--- src/rtl/inst_fetch.sv ---
// inst_fetch: PC owner and ROM initiator; registers fetched words for decode with stall, LUT branch and halt handling.
module inst_fetch #(
  parameter int A = 10,
  parameter int W = 9,
  parameter logic [W-1:0] HALT_OP = 9'h1FF
) (
  input  logic         i_clk,
  input  logic         i_reset,
  input  logic         i_start,
  input  logic         i_stall,
  input  logic         i_branch_en,
  input  logic [2:0]   i_branch_idx,
  output logic [A-1:0] o_inst_address,
  input  logic [W-1:0] i_inst_in,
  output logic [W-1:0] o_inst,
  output logic [A-1:0] o_inst_pc,
  output logic         o_inst_valid,
  output logic         o_done
);
  typedef enum logic [1:0] {IDLE, RUN, HALT} state_t;
  localparam logic [A-1:0] LUT [8] = '{A'(0), A'(3), A'(6), A'(10), A'(13), A'(17), A'(20), {A{1'b1}}};
  state_t      r_state, w_state_nxt;
  logic [A-1:0] r_pc, w_pc_nxt, r_inst_pc, w_inst_pc_nxt;
  logic [W-1:0] r_inst, w_inst_nxt;
  logic         r_valid, w_valid_nxt;
  always_ff @(posedge i_clk) begin
    if (i_reset) begin
      r_state   <= IDLE;
      r_pc      <= '0;
      r_inst    <= '0;
      r_inst_pc <= '0;
      r_valid   <= 1'b0;
    end else begin
      r_state   <= w_state_nxt;
      r_pc      <= w_pc_nxt;
      r_inst    <= w_inst_nxt;
      r_inst_pc <= w_inst_pc_nxt;
      r_valid   <= w_valid_nxt;
    end
  end
  // Branch beats stall beats fetch; a fetched halt word freezes the PC on itself.
  always_comb begin
    w_state_nxt   = r_state;
    w_pc_nxt      = r_pc;
    w_inst_nxt    = r_inst;
    w_inst_pc_nxt = r_inst_pc;
    w_valid_nxt   = 1'b0;
    if (r_state != RUN) begin
      w_state_nxt = i_start ? RUN : r_state;
      w_pc_nxt    = i_start ? '0 : r_pc;
    end else if (i_branch_en) begin
      w_pc_nxt = LUT[i_branch_idx];
    end else if (!i_stall) begin
      w_inst_nxt    = i_inst_in;
      w_inst_pc_nxt = r_pc;
      w_valid_nxt   = 1'b1;
      w_state_nxt   = (i_inst_in == HALT_OP) ? HALT : RUN;
      w_pc_nxt      = (i_inst_in == HALT_OP) ? r_pc : r_pc + 1'b1;
    end
  end
  assign o_inst_address = r_pc;
  assign o_inst         = r_inst;
  assign o_inst_pc      = r_inst_pc;
  assign o_inst_valid   = r_valid;
  assign o_done         = (r_state == HALT);
endmodule

--- config.mk ---
export PLATFORM = sky130hd
export DESIGN_NAME = inst_fetch
export DESIGN_NICKNAME = d
export VERILOG_FILES = /design/src/rtl/inst_fetch.sv
export SDC_FILE = /design/constraint.sdc
export NUM_CORES = 1
export LEC_CHECK = 0
export ABC_AREA = 1
export CAP_MARGIN = 20
export CORE_UTILIZATION = 45
export CTS_CLUSTER_DIAMETER = 50
export CTS_CLUSTER_SIZE = 16
export DETAILED_ROUTE_END_ITERATION = 10
export GPL_TIMING_DRIVEN = 0
export PLACE_DENSITY = 0.76
export REMOVE_ABC_BUFFERS = 1
export SETUP_SLACK_MARGIN = 0.2
export SYNTH_ARGS = -nofsm -noshare
export SYNTH_HDL_FRONTEND = slang
export SYNTH_SLANG_ARGS = --single-unit
--- constraint.sdc ---
create_clock -name i_clk -period 1.45 [get_ports i_clk]
set_input_delay 0.435 -clock i_clk [delete_from_list [all_inputs] [get_ports i_clk]]
set_output_delay 0.435 -clock i_clk [all_outputs]
set_load 0.01 [all_outputs]
==> impl_results.md, run 1 <==
* Ordered list of cells on the worst path: buf_12 > nor2_8 > buf_6 > buf_6 > nand2_1 > o22ai_2 > nand3_2 > a21oi_2
* Top post-synthesis cells by area: dfxtp_1, nand2_1, nor2_1, a21oi_2, o21ai_1
* XOR/XNOR Fraction of Synth Area at 0
* Reg-to-reg endpoint: o_inst_address[0]
* Antenna Nets Post-Route at 0
* CTS root buffer: clkbuf_8
* Warnings, synthesis at 0
* R2r startpoint: r_state[1]
* Synth area leader: dfxtp_1
* Crit Path Class: reg -> reg
* Required time of the critical path at roughly 1.7 ns
* Sink of the worst hold path: o_inst[7]
* Fillers at 248
* Site row count at 22
* DP Area at approximately 2200 um^2
* GRT overflow at 0
* Reg2reg path depth at 8
* Synthesized-area fraction occupied by adder cells at 0.05054
* DR vias/cell at between 5 and 6
* Startpoint class of the critical path: register
* Initial DRT Pass Iterations at 5
* Initial Utilization at 0.4698
* Hold crit path type: in -> reg
* Hold_ws at about 0.39 ns
* Clock buffer depth at 2
* Gr usage total at 0.2467
* Total negative slack at 0 ns
* RSZ-0062 raised after global routing: true
* Worst vdd ir at slightly above 0.0005 V
* Synthesized area at ~1700 um^2
* CP Capture Type: register
* Yosys cell types at 24
* Critical path buffers and inverters at 3
* Register area share after synthesis at 0.3697
* Residual DRC count at 0
* I/O Buffers at 47
* Status: completed
* CP Max Fanout at 4
* CTS Sinks at 32
* Nets@finish at 343
* Core Footprint at roughly 3700 um^2
* Final setup vio count at 0
* DR vias at between 2000 and 2500
* CP max-delay cell: dfxtp_4
* Fmax at about 740 MHz
* Count of state elements after synthesis at 32
* Clk_lat worst skew at around 0.29 ns
* HPWL after DPL at 2707 um
* Post-route cell area at ~2800 um^2
* Layout area overhead at 58.77%
* Cells after Synth at around 240
* Yosys top cell area share at 0.3697
* Crit path largest cell delay at about 0.36 ns
* WHS Path Cells at 3
* Gpl congestion at approximately 0.87
* Largest delay contributor family on the critical path: flip-flops
* Power after layout at roughly 2.3 mW
* Die area at between 4000 and 5000 um^2
* Mean Syn Cell Area at about 7.3 um^2
* Tcrit/Tclk final at 0.9326
* IO Pins at 48
* PD cells at around 830 nW/um^2
* N_diodes at 0
* Largest family of logic cells by synthesized area: simple AND/OR/NAND/NOR gates
* HP Start: i_inst_in[7]
* Most frequent cells in the layout: nand2_1, buf_2, nor2_1
* First-pass GRT wire length at approximately 8000 um
* Reg area at approximately 690 um^2
* Multiplexer area fraction after synthesis at 0
* Crit. path cell count at 8
* Synth Area in Simple Gates at 0.2881
* Hold buffer count at cts at 0
* Complex-gate fraction of the synthesized area at 0.1899
* Endpoints failing hold at 0
* Crit path DAT at 1.56 ns
* Antenna violations before repair at 0
* FF-to-FF setup slack at about 0.098 ns
* Worst-path clk slew at ~0.07 ns
* Initial DRC count at 161
* Num CTS Buffers at 5
* Vias in the first global route at approximately 1800
* Largest net degree at the start of global routing at 13
* MaxCap Viol Count at 0
* CTS tree: built
* Worst Max-Slew Pin Slew at between 0.3 and 0.4 ns
* Top cell by count, worst path: buf_6
* Most common cell after layout, fill and taps aside: nand2_1
* WL/cell at roughly 16 um
* Area of the multi-input gates at ~1200 um^2
* Height of the die at 64.06 um
* Die Width at between 60 and 70 um
* Clock skew at approximately 0.0054 ns
* Lkg Pwr at around 1.3 nW
* Layout cell share with drive strength beyond 1 at 0.5344
* Min Clock Period, post-route at ~1.4 ns
* H-tree depth at 2
* Max-slew violations at 0
* WL final at approximately 5700 um
* Slew headroom at 0.7416
==> where the power goes <==
group | internal [mW] | switching [mW]
registers | 0.925 | 0.0384
logic | 0.258 | 0.339
clock network | 0.379 | 0.345
total | 1.56 | 0.722
==> worst min-delay path: stages <==
cell,delay [ns]
clkbuf_2,0.09
nor2_1,0.05
nor2_1,0.07
==> metal layers <==
layer	share of wire	track usage	wire, um	up-vias
met1	0.41	0.3148	2334	937
met3	0.061	0.04107	352	23
met2	0.51	0.4082	2902	102
li1	-	-	-	943
met5	0	0	0	-
met4	0.027	0.1023	154	0
==> state kept, by name (all words and copies together), names as in the netlist <==
signal          count
o_inst              9
o_inst_address     10
o_inst_pc          10
o_inst_valid        1
r_state             2
==> area by class of cell <==
cell class	count	share of cell area
timing repair inverter	1	0.002729
timing repair buffer	80	0.2260
sequential	32	0.2510
inverter	29	0.04548
clock buffer	6	0.03001
tap	48	0.02183
multi-input combinational	170	0.4193
clock inverter	2	0.003638
==> Yosys cell counts <==
| cell type | count |
|---|---|
| ha_1 | 7 |
| nand2_4 | 3 |
| inv_1 | 21 |
| buf_2 | 4 |
| o221ai_1 | 1 |
| dfxtp_1 | 32 |
| nand2_1 | 47 |
| buf_8 | 1 |
| buf_6 | 2 |
| a21oi_1 | 10 |
| inv_4 | 1 |
| a21oi_2 | 13 |
| inv_2 | 7 |
| nand2_2 | 1 |
| nand4_1 | 4 |
| nor2_8 | 2 |
| o21ai_1 | 22 |
| o22ai_1 | 1 |
| clkbuf_1 | 2 |
| o211ai_1 | 1 |
| nor2_1 | 34 |
| o21ai_2 | 2 |
| nand3_1 | 18 |
| o21ai_0 | 3 |
==> cell families (layout without fill, tap and decap cells) <==
logic type,count (synthesis),after routing
AOI/OAI and AO/OA,53,53
adders and majority gates,7,7
buffers and inverters,38,118
DFF,32,32
and+or+nand+nor,109,110
==> through the flow <==
step,instances,setup WS (ns),util
after floorplan,230,-0.08597,-
after global placement,325,-0.8861,0.5960
after detailed placement,325,-0.8835,0.5960
after CTS,360,0.1079,0.6988
after global routing,368,0.04373,0.7459
final,368,0.09775,0.7459
==> worst max path at each step <==
stage	slack, ns	from	endpoint
3_5_place_dp	-0.88	i_branch_en	r_state[1]
3_3_place_gp	-0.89	i_branch_en	r_state[1]
4_1_cts	0.11	r_state[1]	r_state[1]
2_1_floorplan	-0.09	i_branch_en	r_state[1]
6_report	0.1	r_state[1]	o_inst_address[0]
5_1_grt	0.04	r_state[1]	o_inst_address[0]
==> repair_timing <==
action                                  CTS  global route
setup buffers                            24             8
pin swaps                                23            18
resized for setup                       212            50
gates cloned                              3             0
endpoints found under the setup margin   63            36
Note: power is estimated with default switching activity, not from simulation.
==> inputs of run 2 (changes only) <==
--- a/config.mk
+++ b/config.mk
@@ -7,6 +7,7 @@
 export LEC_CHECK = 0
 export ABC_AREA = 1
 export CAP_MARGIN = 20
+export CORE_MARGIN = 2
 export CORE_UTILIZATION = 45
 export CTS_CLUSTER_DIAMETER = 50
 export CTS_CLUSTER_SIZE = 16
==> run 2 against run 1 <==
Effect of this change:
- sequential power hardly changed
- via count is 0.25% lower
- final cell count grew 0.27%
- first-iteration DRC count decreased by 26%
- sequential cell count is the same
- maximum frequency fell by 4.3%
- non-clock buffer count stayed put
- die area increased by 6.3%
- register-to-register slack worse by 0.06 ns
- clock skew is essentially flat
- clock power grew 18%
- critical path type unchanged
- critical endpoint is now o_inst_address[4]
- largest cell class unchanged
- largest power group unchanged
==> impl_results.md, run 2 (synthesized netlist as in run 1, its figures left out) <==
* Status: completed
* Initial Utilization at 0.4698 (unchanged)
* Hold buffer count at cts at 0 (unchanged)
* Worst-path clk slew at 0.07 ns (about the same)
* Residual DRC count at 0 (unchanged)
* DR vias/cell at 5.420 (-0.52%)
* N_diodes at 0 (unchanged)
* Site row count at 22 (unchanged)
* Sink of the worst hold path: o_inst[3]
* Gr usage total at 0.2558 (+0.009115)
* GRT overflow at 0 (unchanged)
* Initial DRT Pass Iterations at 5 (unchanged)
* Crit Path Class: reg -> reg
* Nets@finish at 344 (+0.29%)
* CTS Sinks at 32 (unchanged)
* Clock buffer depth at 2 (unchanged)
* HP Start: i_inst_in[3]
* MaxCap Viol Count at 0 (unchanged)
* CTS tree: built
* Reg2reg path depth at 10 (+2)
* RSZ-0062 raised after global routing: true
* Min Clock Period, post-route at 1.413 ns (+0.06083 ns)
* Max-slew violations at 0 (unchanged)
* CTS root buffer: clkbuf_8
* Clk_lat worst skew at 0.30 ns (about the same)
* Most common cell after layout, fill and taps aside: nand2_1
* Tcrit/Tclk final at 0.9745 (+0.04195)
* Endpoints failing hold at 0 (unchanged)
* Gpl congestion at 0.8961 (+3.0%)
* Initial DRC count at 119 (-26%)
* CP Max Fanout at 5 (+1)
* Fmax at 707.7 MHz (-4.3%)
* Antenna Nets Post-Route at 0 (unchanged)
* WL/cell at 16.44 um (+5.3%)
* HPWL after DPL at 2721 um (+0.50%)
* R2r startpoint: o_inst_address[1]
* PD cells at 863.5 nW/um^2 (+4.0%)
* Startpoint class of the critical path: register
* WL final at 6067 um (+5.6%)
* DR vias at 2000 (-0.25%)
* Largest net degree at the start of global routing at 13 (unchanged)
* WHS Path Cells at 3 (unchanged)
* Reg-to-reg endpoint: o_inst_address[4]
* IO Pins at 48 (unchanged)
* Layout cell share with drive strength beyond 1 at 0.5514 (+0.01703)
* Fillers at 269 (+8.5%)
* CP Capture Type: register
* Hold_ws at 0.4866 ns (+0.09763 ns)
* Num CTS Buffers at 5 (unchanged)
* I/O Buffers at 47 (unchanged)
* Antenna violations before repair at 0 (unchanged)
* Height of the die at 66.06 um (+3.1%)
* Die area at 4363 um^2 (+6.3%)
* Core Footprint at 3689 um^2 (unchanged)
* Worst Max-Slew Pin Slew at 0.3785 ns (-0.009107 ns)
* Hold crit path type: in -> reg
* Lkg Pwr at 1.273 nW (+1.1%)
* Required time of the critical path at 1.61 ns (-0.05 ns)
* Utilization after layout at 0.7595 (+0.01357)
* FF-to-FF setup slack at 0.04 ns (-0.06 ns)
* H-tree depth at 2 (unchanged)
* Slew headroom at 0.7477 (+0.006072)
* First-pass GRT wire length at 8452 um (+5.8%)
* Most frequent cells in the layout: nand2_1, buf_2, nor2_1
* Clock skew at 0.005116 ns (-0.0003130 ns)
* Crit path DAT at 1.58 ns (+0.02 ns)
* Die Width at 66.06 um (+3.1%)
* Final setup vio count at 0 (unchanged)
* Layout area overhead at 61.66%
* Worst vdd ir at 0.0006067 V (+18%)
* Vias in the first global route at 1804 (+2.9%)
run 2: changes by cell type in the layout (fill, tap and decap cells not counted), sizes merged:
cell / delta
bufinv: +1
clkinv: -1
buf: -1
clkbuf: -2
clkdlybuf4s15: +5
dlygate4sd2: -2
inv: +1
run 2: how the worst max path moves through the flow:
stage                            startpoint                end  slack [ns]  cells after the start
after floorplan                 i_branch_en         r_state[1]       -0.09                      8
after global placement          i_branch_en         r_state[1]       -0.89                      9
after detailed placement        i_branch_en         r_state[1]       -0.88                      9
after CTS                        r_state[1]             o_done        0.11                      3
after global routing      o_inst_address[0]  o_inst_address[4]       -0.06                     10
final                     o_inst_address[1]  o_inst_address[4]        0.04                     10
run 2: layout make-up:
class	instances	area (um^2)	area share
clock buffer	6	72.57	0.02590
inverter	29	127.6	0.04556
sequential	32	696.9	0.2488
multi-input combinational	170	1147	0.4096
timing repair buffer	80	648.1	0.2314
clock inverter	2	35.03	0.01251
tap	48	60.06	0.02144
timing repair inverter	2	13.76	0.004913
run 2: critical path: stages, from the launching register on:
cell and delay, ns:
dfxtp_4 0.40, ha_4 0.16, nand2_4 0.06, nor2_4 0.13
nand2_2 0.07, nand2_1 0.08, nand2_1 0.07, nand2_1 0.10
nand3_1 0.08, nand2_1 0.08, nor2_1 0.05
run 2: routing by layer:
metal  up-vias  global-route usage  share of wire  wire length (um)
met3        34             0.07325          0.074               449
met4         0             0.07143          0.041               251
li1        938                   -              -                 -
met1       911              0.3120           0.40              2421
met5         -                   0              0                 0
met2       117              0.4381           0.49              2946
run 2: what timing repair did:
item                                    4_1_cts  5_1_grt
gates cloned                                  4        0
pin swaps                                    23       16
endpoints found under the setup margin       63       37
gates resized for setup                     240       28
setup buffers                                28        4
run 2: power by group:
group	total (mW)	switching (mW)	leakage [nW]	internal [mW]
Combinational	0.600	0.343	0.943	0.256
Clock	0.855	0.345	0.0552	0.510
Sequential	0.965	0.0385	0.275	0.926
Total	2.42	0.727	1.27	1.69
run 2: stage by stage:
stage	power [mW]	instances	setup WS, ns	instance area [um^2]	setup TNS, ns
after floorplan	1.208	230	-0.08597	1668	-0.1443
after global placement	1.392	325	-0.8883	2198	-20.09
after detailed placement	1.395	325	-0.8826	2198	-19.85
after CTS	2.330	365	0.1085	2685	0
after global routing	2.522	369	-0.05896	2801	-0.08317
final	2.419	369	0.03692	2801	0
